## src/rtl/n_bit_divider_seq_if.sv

```systemverilog
// Start/busy/done handshake bundle for the sequential divider.
// The master drives the request; the slave returns the result.
interface n_bit_divider_seq_if #(
  parameter int N = 8
);
  logic         start;
  logic [N-1:0] dividend;
  logic [N-1:0] divisor;
  logic         busy;
  logic         done;
  logic [N-1:0] quotient;
  logic [N-1:0] remainder;
  logic         div_by_zero;

  modport master (
    output start,
    output dividend,
    output divisor,
    input  busy,
    input  done,
    input  quotient,
    input  remainder,
    input  div_by_zero
  );

  modport slave (
    input  start,
    input  dividend,
    input  divisor,
    output busy,
    output done,
    output quotient,
    output remainder,
    output div_by_zero
  );
endinterface

```

## src/rtl/n_bit_divider_seq.sv

```systemverilog
// Sequential unsigned restoring divider, one quotient bit per clock.
// A ripple adder with cin=1 performs each trial subtraction.
module n_bit_adder #(
  parameter int W = 8
) (
  input  logic [W-1:0] a,
  input  logic [W-1:0] b,
  input  logic         cin,
  output logic [W-1:0] sum,
  output logic         cout
);
  logic [W:0] c;

  assign c[0] = cin;

  for (genvar i = 0; i < W; i++) begin : g_fa
    assign sum[i]   = a[i] ^ b[i] ^ c[i];
    assign c[i+1]   = (a[i] & b[i]) |
                      (c[i] & (a[i] ^ b[i]));
  end

  assign cout = c[W];
endmodule

module n_bit_divider_seq #(
  parameter int N = 8
) (
  input logic clk,
  input logic rst,
  n_bit_divider_seq_if.slave bus
);
  localparam int CW = $clog2(N + 1);

  typedef enum logic [1:0] {
    IDLE,
    CALC,
    DONE
  } state_t;

  state_t        state_q, state_d;
  logic [N-1:0]  d_r, d_d;
  logic [N-1:0]  quo_w, quo_d;
  logic [N:0]    rem_w, rem_d;
  logic [CW-1:0] cnt, cnt_d;
  logic [N-1:0]  q_r, q_d;
  logic [N-1:0]  r_r, r_d;
  logic          z_r, z_d;

  logic [N:0]    s;
  logic [N:0]    t;
  logic          cout;

  assign s = {rem_w[N-1:0], quo_w[N-1]};

  n_bit_adder #(.W(N + 1)) u_sub (
    .a    (s),
    .b    (~{1'b0, d_r}),
    .cin  (1'b1),
    .sum  (t),
    .cout (cout)
  );

  // The remainder never exceeds N bits, so the top bit stays zero.
  logic unused_rem_msb;
  assign unused_rem_msb = rem_w[N];

  always_comb begin
    state_d = state_q;
    d_d     = d_r;
    quo_d   = quo_w;
    rem_d   = rem_w;
    cnt_d   = cnt;
    q_d     = q_r;
    r_d     = r_r;
    z_d     = z_r;
    case (state_q)
      CALC: begin
        rem_d = cout ? t : s;
        quo_d = {quo_w[N-2:0], cout};
        cnt_d = cnt - 1'b1;
        if (cnt == CW'(1)) begin
          state_d = DONE;
          q_d     = quo_d;
          r_d     = rem_d[N-1:0];
          z_d     = 1'b0;
        end
      end
      default: begin
        state_d = IDLE;
        if (bus.start) begin
          if (bus.divisor != '0) begin
            state_d = CALC;
            d_d     = bus.divisor;
            quo_d   = bus.dividend;
            rem_d   = '0;
            cnt_d   = CW'(N);
          end else begin
            state_d = DONE;
            q_d     = '1;
            r_d     = bus.dividend;
            z_d     = 1'b1;
          end
        end
      end
    endcase
  end

  always_ff @(posedge clk) begin
    if (rst) begin
      state_q <= IDLE;
      d_r     <= '0;
      quo_w   <= '0;
      rem_w   <= '0;
      cnt     <= '0;
      q_r     <= '0;
      r_r     <= '0;
      z_r     <= 1'b0;
    end else begin
      state_q <= state_d;
      d_r     <= d_d;
      quo_w   <= quo_d;
      rem_w   <= rem_d;
      cnt     <= cnt_d;
      q_r     <= q_d;
      r_r     <= r_d;
      z_r     <= z_d;
    end
  end

  assign bus.busy        = (state_q == CALC);
  assign bus.done        = (state_q == DONE);
  assign bus.quotient    = q_r;
  assign bus.remainder   = r_r;
  assign bus.div_by_zero = z_r;
endmodule

```

## src/flat_wrapper.sv

```systemverilog
// flat-port wrapper written by rule: the top's interface ports become plain ports
module n_bit_divider_seq_flat 
#(
  parameter int N = 8
)
  (clk, rst, bus_start, bus_dividend, bus_divisor, bus_busy, bus_done, bus_quotient, bus_remainder, bus_div_by_zero);
  n_bit_divider_seq_if #(.N(N)) bus_i ();
  input logic clk;
  input logic rst;
  input wire logic [$bits(bus_i.start)-1:0] bus_start;
  input wire logic [$bits(bus_i.dividend)-1:0] bus_dividend;
  input wire logic [$bits(bus_i.divisor)-1:0] bus_divisor;
  output wire logic [$bits(bus_i.busy)-1:0] bus_busy;
  output wire logic [$bits(bus_i.done)-1:0] bus_done;
  output wire logic [$bits(bus_i.quotient)-1:0] bus_quotient;
  output wire logic [$bits(bus_i.remainder)-1:0] bus_remainder;
  output wire logic [$bits(bus_i.div_by_zero)-1:0] bus_div_by_zero;
  assign bus_i.start = bus_start;
  assign bus_i.dividend = bus_dividend;
  assign bus_i.divisor = bus_divisor;
  assign bus_busy = bus_i.busy;
  assign bus_done = bus_i.done;
  assign bus_quotient = bus_i.quotient;
  assign bus_remainder = bus_i.remainder;
  assign bus_div_by_zero = bus_i.div_by_zero;
  n_bit_divider_seq #(.N(N)) u_core (.clk(clk), .rst(rst), .bus(bus_i));
endmodule
```

## config.mk

```make
export PLATFORM = sky130hd
export DESIGN_NAME = n_bit_divider_seq_flat
export DESIGN_NICKNAME = d
export VERILOG_FILES = /design/src/rtl/n_bit_divider_seq_if.sv /design/src/rtl/n_bit_divider_seq.sv /design/src/flat_wrapper.sv
export SDC_FILE = /design/constraint.sdc
export NUM_CORES = 1
export LEC_CHECK = 0
export ABC_AREA = 1
export CAP_MARGIN = 20
export CELL_PAD_IN_SITES_DETAIL_PLACEMENT = 0
export CELL_PAD_IN_SITES_GLOBAL_PLACEMENT = 1
export CORE_UTILIZATION = 42
export DETAILED_ROUTE_END_ITERATION = 7
export GPL_ROUTABILITY_DRIVEN = 0
export GPL_TIMING_DRIVEN = 1
export PLACE_DENSITY = 0.82
export SYNTH_ARGS = -nofsm -noshare
export SYNTH_HDL_FRONTEND = slang
export SYNTH_SLANG_ARGS = --single-unit
```

## constraint.sdc

```tcl
create_clock -name clk -period 11.5 [get_ports clk]
set_clock_uncertainty 0.05 [all_clocks]
set_input_delay 1.725 -clock clk [delete_from_list [all_inputs] [get_ports clk]]
set_output_delay 1.725 -clock clk [all_outputs]
set_load 0.05 [all_outputs]
```

# Word level (Yosys, flattened, before mapping)
# Cells that the tools add are included.
# Widths: inputs -> output; s select.
[op_classes] add_sub_neg=1 n_eq_ne=5 muxes=26 n_bitwise=45 reduce_logical=6
[op_table] cell="$mux 8" count=15
[op_table] cell="$and 1x1->1" count=17
[op_table] cell="$xor 1x1->1" count=16
[op_table] cell="$mux 4" count=3
[op_table] cell="$not 8->9" count=1
[op_table] cell="$or 1x1->1" count=9
[op_table] cell="$mux 2" count=4
[op_table] cell="$reduce_bool 8->1" count=1
[op_table] cell="$reduce_and 3->1" count=2
[op_table] cell="$eq 4x1->1 const B" count=1
[op_table] cell="$mux 1" count=4
[op_table] cell="$reduce_bool 2->1" count=2
[op_table] cell="$sub 4x1->4 const B" count=1
[op_table] cell="$eq 2x1->1 const B" count=1
[op_table] cell="$eq 2x2->1 const B" count=1
[op_table] cell="$ne 2x1->1 const B" count=1
[op_table] cell="$ne 2x2->1 const B" count=1
[op_table] cell="$not 1->1" count=2
[op_table] cell="$reduce_and 2->1" count=1
[word_totals] regBits=47 inputBits=19 out_inout_bits=19 elab_cells=91

# Longest topological paths before layout
# Gate-level depths: netlist of the first run.
[depth] word_depth=22 depth_mapped=19 mapped_depth_nobuf=19

# Hierarchy
# Synthesis of the first run repeated with hierarchy kept, for this count alone.
[unflattened] hier_cells=341 hier_area_um2=2539.9
[by_module_without_submodules] mod="n_bit_divider_seq" instances=1 cells_each=322 area_each_um2=2322.2 seq_area_each_um2=940.9
[by_module_without_submodules] mod="n_bit_adder" instances=1 cells_each=19 area_each_um2=217.7 seq_area_each_um2=0.0

# Least setup slack after synthesis of the first run
# Ideal clock, no wire load.
[synth_timing] path_kind="flip-flop to flip-flop" from="reg u_core.quo_w[7]" to="reg u_core.r_r[0] (netlist: u_core.bus.remainder[0])" arrival_ns=3.758 required_ns=11.336 slack_ns=7.578 path_stages_with_launch=18 cell_sequence="dfxtp_1 -> inv_1 -> ha_1 -> fa_1 -> fa_1 -> fa_1 -> fa_1 -> inv_1 -> fa_1 -> fa_1 -> inv_1 -> fa_1 -> nand2_2 -> nor2_2 -> nand2_1 -> nand3_1 -> a21oi_1 -> nor2_1"
[synth_between] elab_chain_cells=21
[synth_lines] element="start, declared" line_no="n_bit_divider_seq.sv:42" text="logic [N-1:0] quo_w, quo_d;"
[synth_lines] element="start signal, assigned" line_no="n_bit_divider_seq.sv:121" text="quo_w <= quo_d;"
[synth_lines] element="$and 1x1->1 / $xor 1x1->1 (equally long branches)" line_no="n_bit_divider_seq.sv:18, n_bit_divider_seq.sv:17, n_bit_divider_seq.sv:19"
[synth_lines] element="$or 1x1->1" line_no="n_bit_divider_seq.sv:18" text="assign c[i+1] = (a[i] & b[i]) |"
[synth_lines] element="$and 1x1->1" line_no="n_bit_divider_seq.sv:19" text="(c[i] & (a[i] ^ b[i]));"
[synth_lines] element="$or 1x1->1" line_no="n_bit_divider_seq.sv:18"
[synth_lines] element="$and 1x1->1" line_no="n_bit_divider_seq.sv:19"
[synth_lines] element="$or 1x1->1" line_no="n_bit_divider_seq.sv:18"
[synth_lines] element="$and 1x1->1" line_no="n_bit_divider_seq.sv:19"
[synth_lines] element="$or 1x1->1" line_no="n_bit_divider_seq.sv:18"
[synth_lines] element="[... 5 more ...]"
[synth_lines] element="$or 1x1->1" line_no="n_bit_divider_seq.sv:18"
[synth_lines] element="$and 1x1->1" line_no="n_bit_divider_seq.sv:19"
[synth_lines] element="$or 1x1->1" line_no="n_bit_divider_seq.sv:18"
[synth_lines] element="$and 1x1->1" line_no="n_bit_divider_seq.sv:19"
[synth_lines] element="$or 1x1->1" line_no="n_bit_divider_seq.sv:18"
[synth_lines] element="$mux 8 *" line_no="n_bit_divider_seq.sv:78" text="rem_d = cout ? t : s;"
[synth_lines] element="$mux 8 *" line_no="n_bit_divider_seq.sv:81" text="if (cnt == CW'(1)) begin"
[synth_lines] element="$mux 8 *" line_no="n_bit_divider_seq.sv:76" text="case (state_q)"
[synth_lines] element="end signal, assigned" line_no="n_bit_divider_seq.sv:125" text="r_r <= r_d;"
[synth_lines] element="end, declared" line_no="n_bit_divider_seq.sv:46" text="logic [N-1:0] r_r, r_d;"
# Mark *: on every way between the ends. The rest lies on a longest branch, timed or not. The select of a mux whose other input is x is not followed.
# A chain may end at the register's enable or synchronous reset.

# Worst setup path in the final report of the first run
[layout_timing] from="reg u_core.quo_w[7]" to="reg u_core.rem_w[3]"
[layout_between] elab_chain_cells=20
[layout_lines] element="$and 1x1->1 / $xor 1x1->1 (equally long branches)" line_no="n_bit_divider_seq.sv:18, n_bit_divider_seq.sv:19"
[layout_lines] element="$or 1x1->1 *" line_no="n_bit_divider_seq.sv:18"
[layout_lines] element="$and 1x1->1 *" line_no="n_bit_divider_seq.sv:19"
[layout_lines] element="$or 1x1->1 *" line_no="n_bit_divider_seq.sv:18"
[layout_lines] element="$and 1x1->1 *" line_no="n_bit_divider_seq.sv:19"
[layout_lines] element="$or 1x1->1 *" line_no="n_bit_divider_seq.sv:18"
[layout_lines] element="$and 1x1->1" line_no="n_bit_divider_seq.sv:19"
[layout_lines] element="$or 1x1->1" line_no="n_bit_divider_seq.sv:18"
[layout_lines] element="[... 4 more ...]"
[layout_lines] element="$and 1x1->1" line_no="n_bit_divider_seq.sv:19"
[layout_lines] element="$or 1x1->1" line_no="n_bit_divider_seq.sv:18"
[layout_lines] element="$and 1x1->1" line_no="n_bit_divider_seq.sv:19"
[layout_lines] element="$or 1x1->1" line_no="n_bit_divider_seq.sv:18"
[layout_lines] element="$and 1x1->1" line_no="n_bit_divider_seq.sv:19"
[layout_lines] element="$or 1x1->1" line_no="n_bit_divider_seq.sv:18"
[layout_lines] element="$mux 8 *" line_no="n_bit_divider_seq.sv:78"
[layout_lines] element="$mux 8 *" line_no="n_bit_divider_seq.sv:76"
[layout_lines] element="end signal, assigned" line_no="n_bit_divider_seq.sv:122" text="rem_w <= rem_d;"
[layout_lines] element="end, declared" line_no="n_bit_divider_seq.sv:43" text="logic [N:0] rem_w, rem_d;"
# Mark *: on every way between the ends. The rest lies on a longest branch, timed or not.

==> results.cfg, run 1 <==
[route]
drt_wl_total_um = 5510
drc = 0
final_antenna_net_count = 0
route.vias.total = 2137
vias_per_cell = 4.97
routedWlPerCell_um = 12.8
drt_pass1_iterations = 4
drtIter0Drc = 103

[clock_network]
clk_pin_slew_worst_paths_ns = 0.09
cts_root_buf = clkbuf_8
numCtsBuffers = 5
tritoncts = built
clockBufferDepth = 2
hold_buffers = 0
cts_max_level = 2
post_cts_buffers = 0
clk_latency_ns = 0.30
clock-sinks = 47
cts_resized = 0

[run]
maxCapViolCount = 0

[critical_path]
worstSetupPathType = register to register
r2r_cells = 15
cp-end-kind = register
cp_data_arrival_time_ns = 4.45
cp_data_required_time_ns = 11.67
worstSetupStartpointType = register
crit_fanout = 8

[timing]
setup_tns_ns = 0
fmax_mhz = 234
rsz0062_at_grt = no
period_minus_slack_ns = 4.28
setup_ws_ns = 7.22
holdWs_ns = 0.430
relSlewSlack = 0.599
period_share = 0.372
final_max_slew_viol_count = 0
finalHoldViolCount = 0
setup_viol = 0
worstMarginPinSlew_ns = 0.599

[synth]
avgSynthCellArea_sq_um = 7.51
synthAdderAreaFrac = 0.0712
ys_ff_latch = 47
synth_top_family_by_area = simple AND/OR/NAND/NOR gates
synthesis.area_sq_um = 2490
synth-seq-area-share = 0.377
synth-xor-area-share = 0
synthSimpleGateAreaFrac = 0.324
synth_compound_area_frac = 0.125
yosys-mux-area-fraction = 0
ys_types = 33
synthesis.nets = 361
synthCells = 332
synth_warnings = 0

[die]
io_pins = 38
core_sq_um = 5610
dieArea_sq_um = 6250
start_util = 0.445
fp.dieW_um = 79.1
dieHeight_um = 79.1
fp-row-count = 27

[run_status]
status = completed

[grt]
antenna_found_initial = 0
use_met2 = 0.336
use_met3 = 0.0345
use_met1 = 0.265
grt.overflow.total = 0
grt.total_usage = 0.201
grt_pass1_vias = 2058
grt_pass1_wl_um = 9740
top_usage_layer = met2
grt_start_max_net_pins = 39

[min_path]
min_path_cells = 2
min_path_type = register to register

[power]
power.total_mw = 0.396
p_per_area_nw_per_um2 = 134
leakagePower_nw = 1.24
vdd_drop_max_uv = 65.0

[placement]
post-place-ws_ns = 7.20
hpwlAfterDp_um = 3820
io_buffers = 37
dp_cells = 422
place_area_sq_um = 2830

[layout]
stdcell_area_sq_um = 2960
area_growth_pct = 18.7
antenna-diode-count = 0
fin_nets = 387
fin_util = 0.528
mostFrequentLayoutCell = nand2_1
drive_above_1_share = 0.0838
finalNonFillerCells = 430
mostFrequentLayoutCells = 57 x nand2_1, 54 x nor2_1, 47 x dfxtp_1
==> kinds of logic after synthesis <==
kind of cell,after synthesis
and+or+nand+nor,169
AOI/OAI and AO/OA,54
buffers and inverters,52
DFF,47
adders and majority gates,10
==> layout make-up <==
class,instances,area [sq um]
clock inverter,2,37.5
inverter,33,129
multi-input combinational,233,1300
timing repair buffer,38,398
clock buffer,5,68.8
sequential,47,941
fill,588,2650
tap,72,90.1
==> sequential cells by signal (all words and copies together), names as in the netlist <==
| signal | flops |
|---|---|
| u_core.d_r | 8 |
| u_core.cnt | 4 |
| u_core.bus.quotient | 8 |
| u_core.bus.remainder | 8 |
| u_core.bus.div_by_zero | 1 |
| u_core.quo_w | 8 |
| u_core.state_q | 2 |
| u_core.rem_w | 8 |
==> critical path, stage by stage (launching register included) <==
cell	delay (ns)
dfxtp_1	0.43
inv_1	0.07
ha_1	0.22
fa_1	0.45
fa_1	0.46
fa_1	0.46
fa_1	0.43
inv_1	0.09
fa_1	0.20
fa_1	0.17
inv_1	0.05
fa_1	0.45
nand2_2	0.19
nand3_1	0.16
and2_1	0.21
a21oi_2	0.12
==> report_power, final <==
group / switching, mW / internal [mW] / total (mW)
sequential: 0.00715 / 0.174 / 0.181
clock: 0.0562 / 0.0636 / 0.120
combinational: 0.0588 / 0.0366 / 0.0954
==> metal layers <==
metal  wire, um  vias to the layer above
li1           -                     1119
met1       2620                      983
met2       2690                       33
met3        167                        2
met4         35                        0
met5          0                        -
==> path summary, 6_finish.rpt <==
kind	from	endpoint	slack (ns)
setup reg to reg	u_core.quo_w[7]	u_core.rem_w[3]	7.22
setup / recovery	u_core.quo_w[7]	u_core.rem_w[3]	7.22
hold reg to reg	u_core.quo_w[1]	u_core.quo_w[1]	0.43
hold / removal	u_core.quo_w[1]	u_core.quo_w[1]	0.43
==> cell usage after synthesis (all sizes together) <==
cell	n	area share
nand2	63	0.11
nor2	57	0.096
dfxtp	47	0.38
inv	33	0.052
nand3	30	0.064
a21oi	26	0.055
o21ai	20	0.046
buf	16	0.047
nand4	8	0.026
fa	7	0.056
o21bai	6	0.018
and2	5	0.013
clkbuf	3	0.0045
ha	3	0.015
nand3b	3	0.011
or2	3	0.0075
a21boi	1	0.0030
a31oi	1	0.0025
No activity file was read; power rests on OpenSTA's default activity.
==> run 2: changes to the inputs <==
- CORE_UTILIZATION: 42 -> 35
- PLACE_DENSITY: 0.82 -> 0.73
- clock period: 11.5 -> 3.5 ns (I/O delays scaled with it)
==> run 2 against run 1 <==
Compared with the run above:
- the flow now finishes with violations (negative setup slack)
- sequential share of layout area decreased by 1.6 points
- utilization shrank 7.1 points
- setup slack got worse by 7.3 ns
- combinational power increased to 3.9 times the previous value
- global-route usage fell by 2.9 points
- worst hold slack got worse by 0.013 ns
- largest power group unchanged
==> results.cfg, run 2 (synthesized netlist as in run 1, its figures left out) <==
[die]
start_util = 0.365
fp.dieW_um = 86.4
dieArea_sq_um = 7470
core_sq_um = 6830
io_pins = 38
dieHeight_um = 86.4
fp-row-count = 30

[run_status]
status = finished, violations left
violations = negative setup slack

[power]
pwr-share-seq = 0.459
switching_share = 0.337
p_int_mw = 0.860
pwr-share-clk = 0.258
comb_power_share = 0.284
vdd_drop_max_uv = 140
p_per_area_nw_per_um2 = 415
power.switching_mw = 0.437
leakagePower_nw = 1.29

[clock_network]
hold_buffers = 0
tritoncts = built
clockBufferDepth = 2
numCtsBuffers = 5
cts_root_buf = clkbuf_8
clk_pin_slew_worst_paths_ns = 0.09
cts_max_level = 2
clk_latency_ns = 0.30
clock-sinks = 47

[critical_path]
crit_path_start = u_core.quo_w[7]
r2r_cells = 16
cp_data_required_time_ns = 3.68
worstSetupPathType = register to register
rrSetupSlack_ns = -0.12
crit_end = u_core.rem_w[1]
cp_data_arrival_time_ns = 3.80
r2r-start = u_core.quo_w[7]
cp-end-kind = register
crit_fanout = 8
worstSetupStartpointType = register
reg2reg_to = u_core.rem_w[1]

[layout]
fin_nets = 394
drive_above_1_share = 0.199
finalNonFillerCells = 462
mostFrequentLayoutCells = 53 x nor2_1, 48 x nand2_1, 46 x dfxtp_1
mostFrequentLayoutCell = nor2_1
fillers = 715
seq_area_sq_um = 942
multi_input_area_sq_um = 1410
area_growth_pct = 25.1
fin_util = 0.457
stdcell_area_sq_um = 3120
antenna-diode-count = 0

[placement]
dp_cells = 452
place_area_sq_um = 2920
io_buffers = 37
hpwlAfterDp_um = 4100
post-place-ws_ns = -0.163

[timing]
period_share = 1.03
setup_viol = 15
rsz0062_at_grt = yes
setup_ws_ns = -0.121
worstMarginPinSlew_ns = 0.520
relSlewSlack = 0.652
fmax_mhz = 276
period_minus_slack_ns = 3.62
holdWs_ns = 0.418
final_max_slew_viol_count = 0
finalHoldViolCount = 0

[grt]
grt.overflow.total = 0
grt.total_usage = 0.171
grt_pass1_vias = 2052
antenna_found_initial = 0
top_usage_layer = met2
grt_pass1_wl_um = 9990
use_met2 = 0.289
use_met3 = 0.0295
use_met1 = 0.230
grt_start_max_net_pins = 38

[route]
drtIter0Drc = 68
vias_per_cell = 4.73
routedWlPerCell_um = 12.8
drt_wl_total_um = 5920
drc = 0
route.vias.total = 2186
drt_pass1_iterations = 4
final_antenna_net_count = 0

[min_path]
hp-start = u_core.bus.div_by_zero
min_path_type = register to register

[run]
maxCapViolCount = 0
-- run 2: layout make-up --
cell class / instances / share of cell area
Sequential cell: 47 / 0.302
Clock buffer: 5 / 0.0220
Timing Repair Buffer: 45 / 0.138
Inverter: 33 / 0.0413
Clock inverter: 3 / 0.00641
Multi-Input combinational cell: 233 / 0.452
Tap cell: 96 / 0.0385
-- run 2: worst min-delay path by stage --
stage	end	slack (ns)	depth (start not counted)
2_1_floorplan	u_core.quo_w[2]	0.39	2
3_3_place_gp	u_core.bus.div_by_zero	0.40	2
3_5_place_dp	u_core.bus.div_by_zero	0.41	2
4_1_cts	u_core.bus.div_by_zero	0.42	2
5_1_grt	u_core.bus.div_by_zero	0.45	2
6_report	u_core.bus.div_by_zero	0.42	2
-- run 2: power by group through the flow --
stage,logic [mW],registers [mW],clock network [mW]
global placement,0.330,0.606,0
global route,0.414,0.600,0.367
floorplan,0.225,0.625,0
CTS,0.344,0.595,0.347
finish,0.368,0.595,0.334
detailed placement,0.332,0.606,0
-- run 2: critical path, stage by stage, from the launching register on --
cell     delay, ns
dfxtp_2       0.34
inv_2         0.04
ha_4          0.15
fa_2          0.36
fa_2          0.37
fa_2          0.40
fa_2          0.36
inv_2         0.07
fa_2          0.20
fa_2          0.19
inv_2         0.04
fa_2          0.39
nand2_4       0.13
buf_4         0.12
nand3_2       0.08
and2_1        0.15
a21oi_1       0.11
-- run 2: timing repair --
item                       4_1_cts  5_1_grt
setup buffers                    0        2
gates resized for setup         11       20
pin swaps                       14       16
setup endpoints to repair       18       18
-- run 2: per-layer routing --
layer / routed length, um / share of wire / vias to the layer above
li1: - / - / 1129
met1: 2920 / 0.49 / 1033
met2: 2850 / 0.48 / 22
met3: 120 / 0.020 / 2
met4: 31 / 0.0052 / 0
met5: 0 / 0 / -
-- run 2: stage by stage --
step,power [mW],TNS (ns)
6_report,1.30,-1.11
5_1_grt,1.38,-4.20
4_1_cts,1.29,-1.94
3_5_place_dp,0.938,-1.97
3_3_place_gp,0.936,-0.973
2_1_floorplan,0.850,0
==> run 3: changes to the inputs <==
- ABC_AREA: 1 -> default
- CORE_UTILIZATION: 35 -> 36
- PLACE_DENSITY: 0.73 -> 0.72
==> run 3 against run 2 <==
Compared with the run above:
- the flow still finishes with violations (negative setup slack)
- combinational power grew 28%
- sequential power hardly changed
- register-to-register slack worse by 0.17 ns
- cell area is 4.3% lower
- clock power up 25%
- worst hold slack got worse by 0.012 ns
- flip-flop and latch count did not move
- global-route usage rose by 0.46 points
- first-iteration DRC count is 62% higher
- utilization rose by 4.8 points
- largest cell class unchanged
- largest power group unchanged
- highest routed layer unchanged
==> results.cfg, run 3 <==
[run_status]
status = finished, violations left
violations = negative setup slack

[layout]
stdcell_area_sq_um = 2990
mostFrequentLayoutCell = dfxtp_1
drive_above_1_share = 0.255
antenna-diode-count = 0
mostFrequentLayoutCells = 46 x dfxtp_1, 37 x clkdlybuf4s50_1, 33 x nor2_1
fin_util = 0.505
fin_nets = 291
area_growth_pct = 36.0
fillers = 542

[synth]
synth_edf_count = 0
yosysTopAreaCell = dfxtp_1
ys.flop_type = dfxtp_1
ys_ff_latch = 47
synthesis.nets = 246
avgSynthCellArea_sq_um = 10.1
synthCells = 217
synthesis.area_sq_um = 2200
synth.top_cells.by_area = dfxtp_1 43%, mux2i_1 10%, fa_1 6.4%
synth-seq-area-share = 0.428
ys_top_cells_by_count = 47 x dfxtp_1, 34 x nor2_1, 22 x mux2i_1, 12 x inv_1
synth_most_common_cell = dfxtp_1
synth_warnings = 0
async_flop_share = 0
synth_top_cell_area_share = 0.428
ys_types = 36

[route]
drtIter0Drc = 110
drt_wl_total_um = 5280
route.vias.total = 1778
drt_pass1_iterations = 4
drc = 0
routedWlPerCell_um = 15.6
final_antenna_net_count = 0
vias_per_cell = 5.26

[grt]
grt.overflow.total = 0
antenna_found_initial = 0
grt_pass1_vias = 1676
use_met1 = 0.230
use_met3 = 0.0409
grt_pass1_wl_um = 8470
grt.total_usage = 0.176
top_usage_layer = met2
grt_start_max_net_pins = 37
use_met2 = 0.282

[timing]
setup_viol = 14
rsz0062_at_grt = yes
worstMarginPinSlew_ns = 0.704
setup_ws_ns = -0.292
period_minus_slack_ns = 3.79
holdWs_ns = 0.405
final_max_slew_viol_count = 0
finalHoldViolCount = 0
period_share = 1.08
relSlewSlack = 0.528
fmax_mhz = 264
setup_tns_ns = -2.44

[die]
fp-row-count = 28
dieArea_sq_um = 6420
fp.dieW_um = 80.1
dieHeight_um = 80.1
core_sq_um = 5920
io_pins = 38
start_util = 0.371

[critical_path]
worstSetupStartpointType = register
worstSetupPathType = register to register
cp_data_arrival_time_ns = 3.93
crit_fanout = 5
cp-end-kind = register
cp_data_required_time_ns = 3.64

[clock_network]
numCtsBuffers = 5
clk_latency_ns = 0.31
clk_pin_slew_worst_paths_ns = 0.09
tritoncts = built
cts_max_level = 2
clock-sinks = 47
clockBufferDepth = 2
cts_root_buf = clkbuf_8

[run]
maxCapViolCount = 0

[power]
vdd_drop_max_uv = 200
leakagePower_nw = 1.17
p_per_area_nw_per_um2 = 496

[placement]
io_buffers = 37
place_area_sq_um = 2700
hpwlAfterDp_um = 3540
post-place-ws_ns = -0.247

[min_path]
min_path_type = register to register
[run 3: worst max-delay path: stages, from the launching register on]
cell      delay (ns)
dfxtp_2         0.34
inv_2           0.05
ha_4            0.15
fa_2            0.33
fa_2            0.34
fa_2            0.34
fa_2            0.34
inv_2           0.06
fa_2            0.18
fa_2            0.19
inv_2           0.04
fa_2            0.36
nand2b_4        0.12
buf_12          0.14
buf_4           0.13
mux2i_4         0.25
a221o_1         0.21
a21oi_2         0.06
[run 3: metal layers]
layer  vias to the layer above  wire, um
li1                        865         -
met1                       859      2470
met2                        43      2520
met3                        11       185
met4                         0       110
met5                         -         0
[run 3: stage by stage]
step | instances | power [mW]
after floorplan | 217 | 0.825
after global placement | 325 | 0.947
after detailed placement | 325 | 0.946
after CTS | 336 | 1.44
after global routing | 338 | 1.54
final | 338 | 1.48
[run 3: path summary, 6_finish.rpt]
kind	cells past startpoint	slack, ns	end	startpoint
setup / recovery	17	-0.29	u_core.bus.remainder[6]	u_core.quo_w[7]
hold / removal	1	0.41	u_core.rem_w[6]	u_core.rem_w[6]
setup reg to reg	17	-0.29	u_core.bus.remainder[6]	u_core.quo_w[7]
hold reg to reg	1	0.41	u_core.rem_w[6]	u_core.rem_w[6]
[run 3: final cells by class]
cell class,count,area [sq um],area share
flip-flops and latches,47,942,0.315
multi-input cells,145,1280,0.428
clock inverters,2,35.0,0.0117
clock buffers,6,82.6,0.0276
well taps,75,93.8,0.0314
inverters,13,48.8,0.0163
repair buffers,50,508,0.170
[run 3: kinds of logic after synthesis]
| family | count (synthesis) | share of synthesized area |
|---|---|---|
| xor gates and xnor gates | 1 | 0.00399 |
| DFF | 47 | 0.428 |
| adders and majority gates | 10 | 0.0809 |
| and+or+nand+nor | 70 | 0.158 |
| AOI/OAI and AO/OA | 35 | 0.140 |
| buffers and inverters | 25 | 0.0530 |
| muxes | 29 | 0.136 |
[run 3: repair_timing]
item | in CTS | in global routing
hold buffers | 0 | 0
pin swaps | 2 | 5
setup buffers | 4 | 3
endpoints found under the setup margin | 15 | 18
cloned | 1 | 0
gates resized for setup | 12 | 11
[run 3: power breakdown]
part / switching [mW] / internal [mW]
logic: 0.224 / 0.246
clock network: 0.187 / 0.231
registers: 0.0236 / 0.570
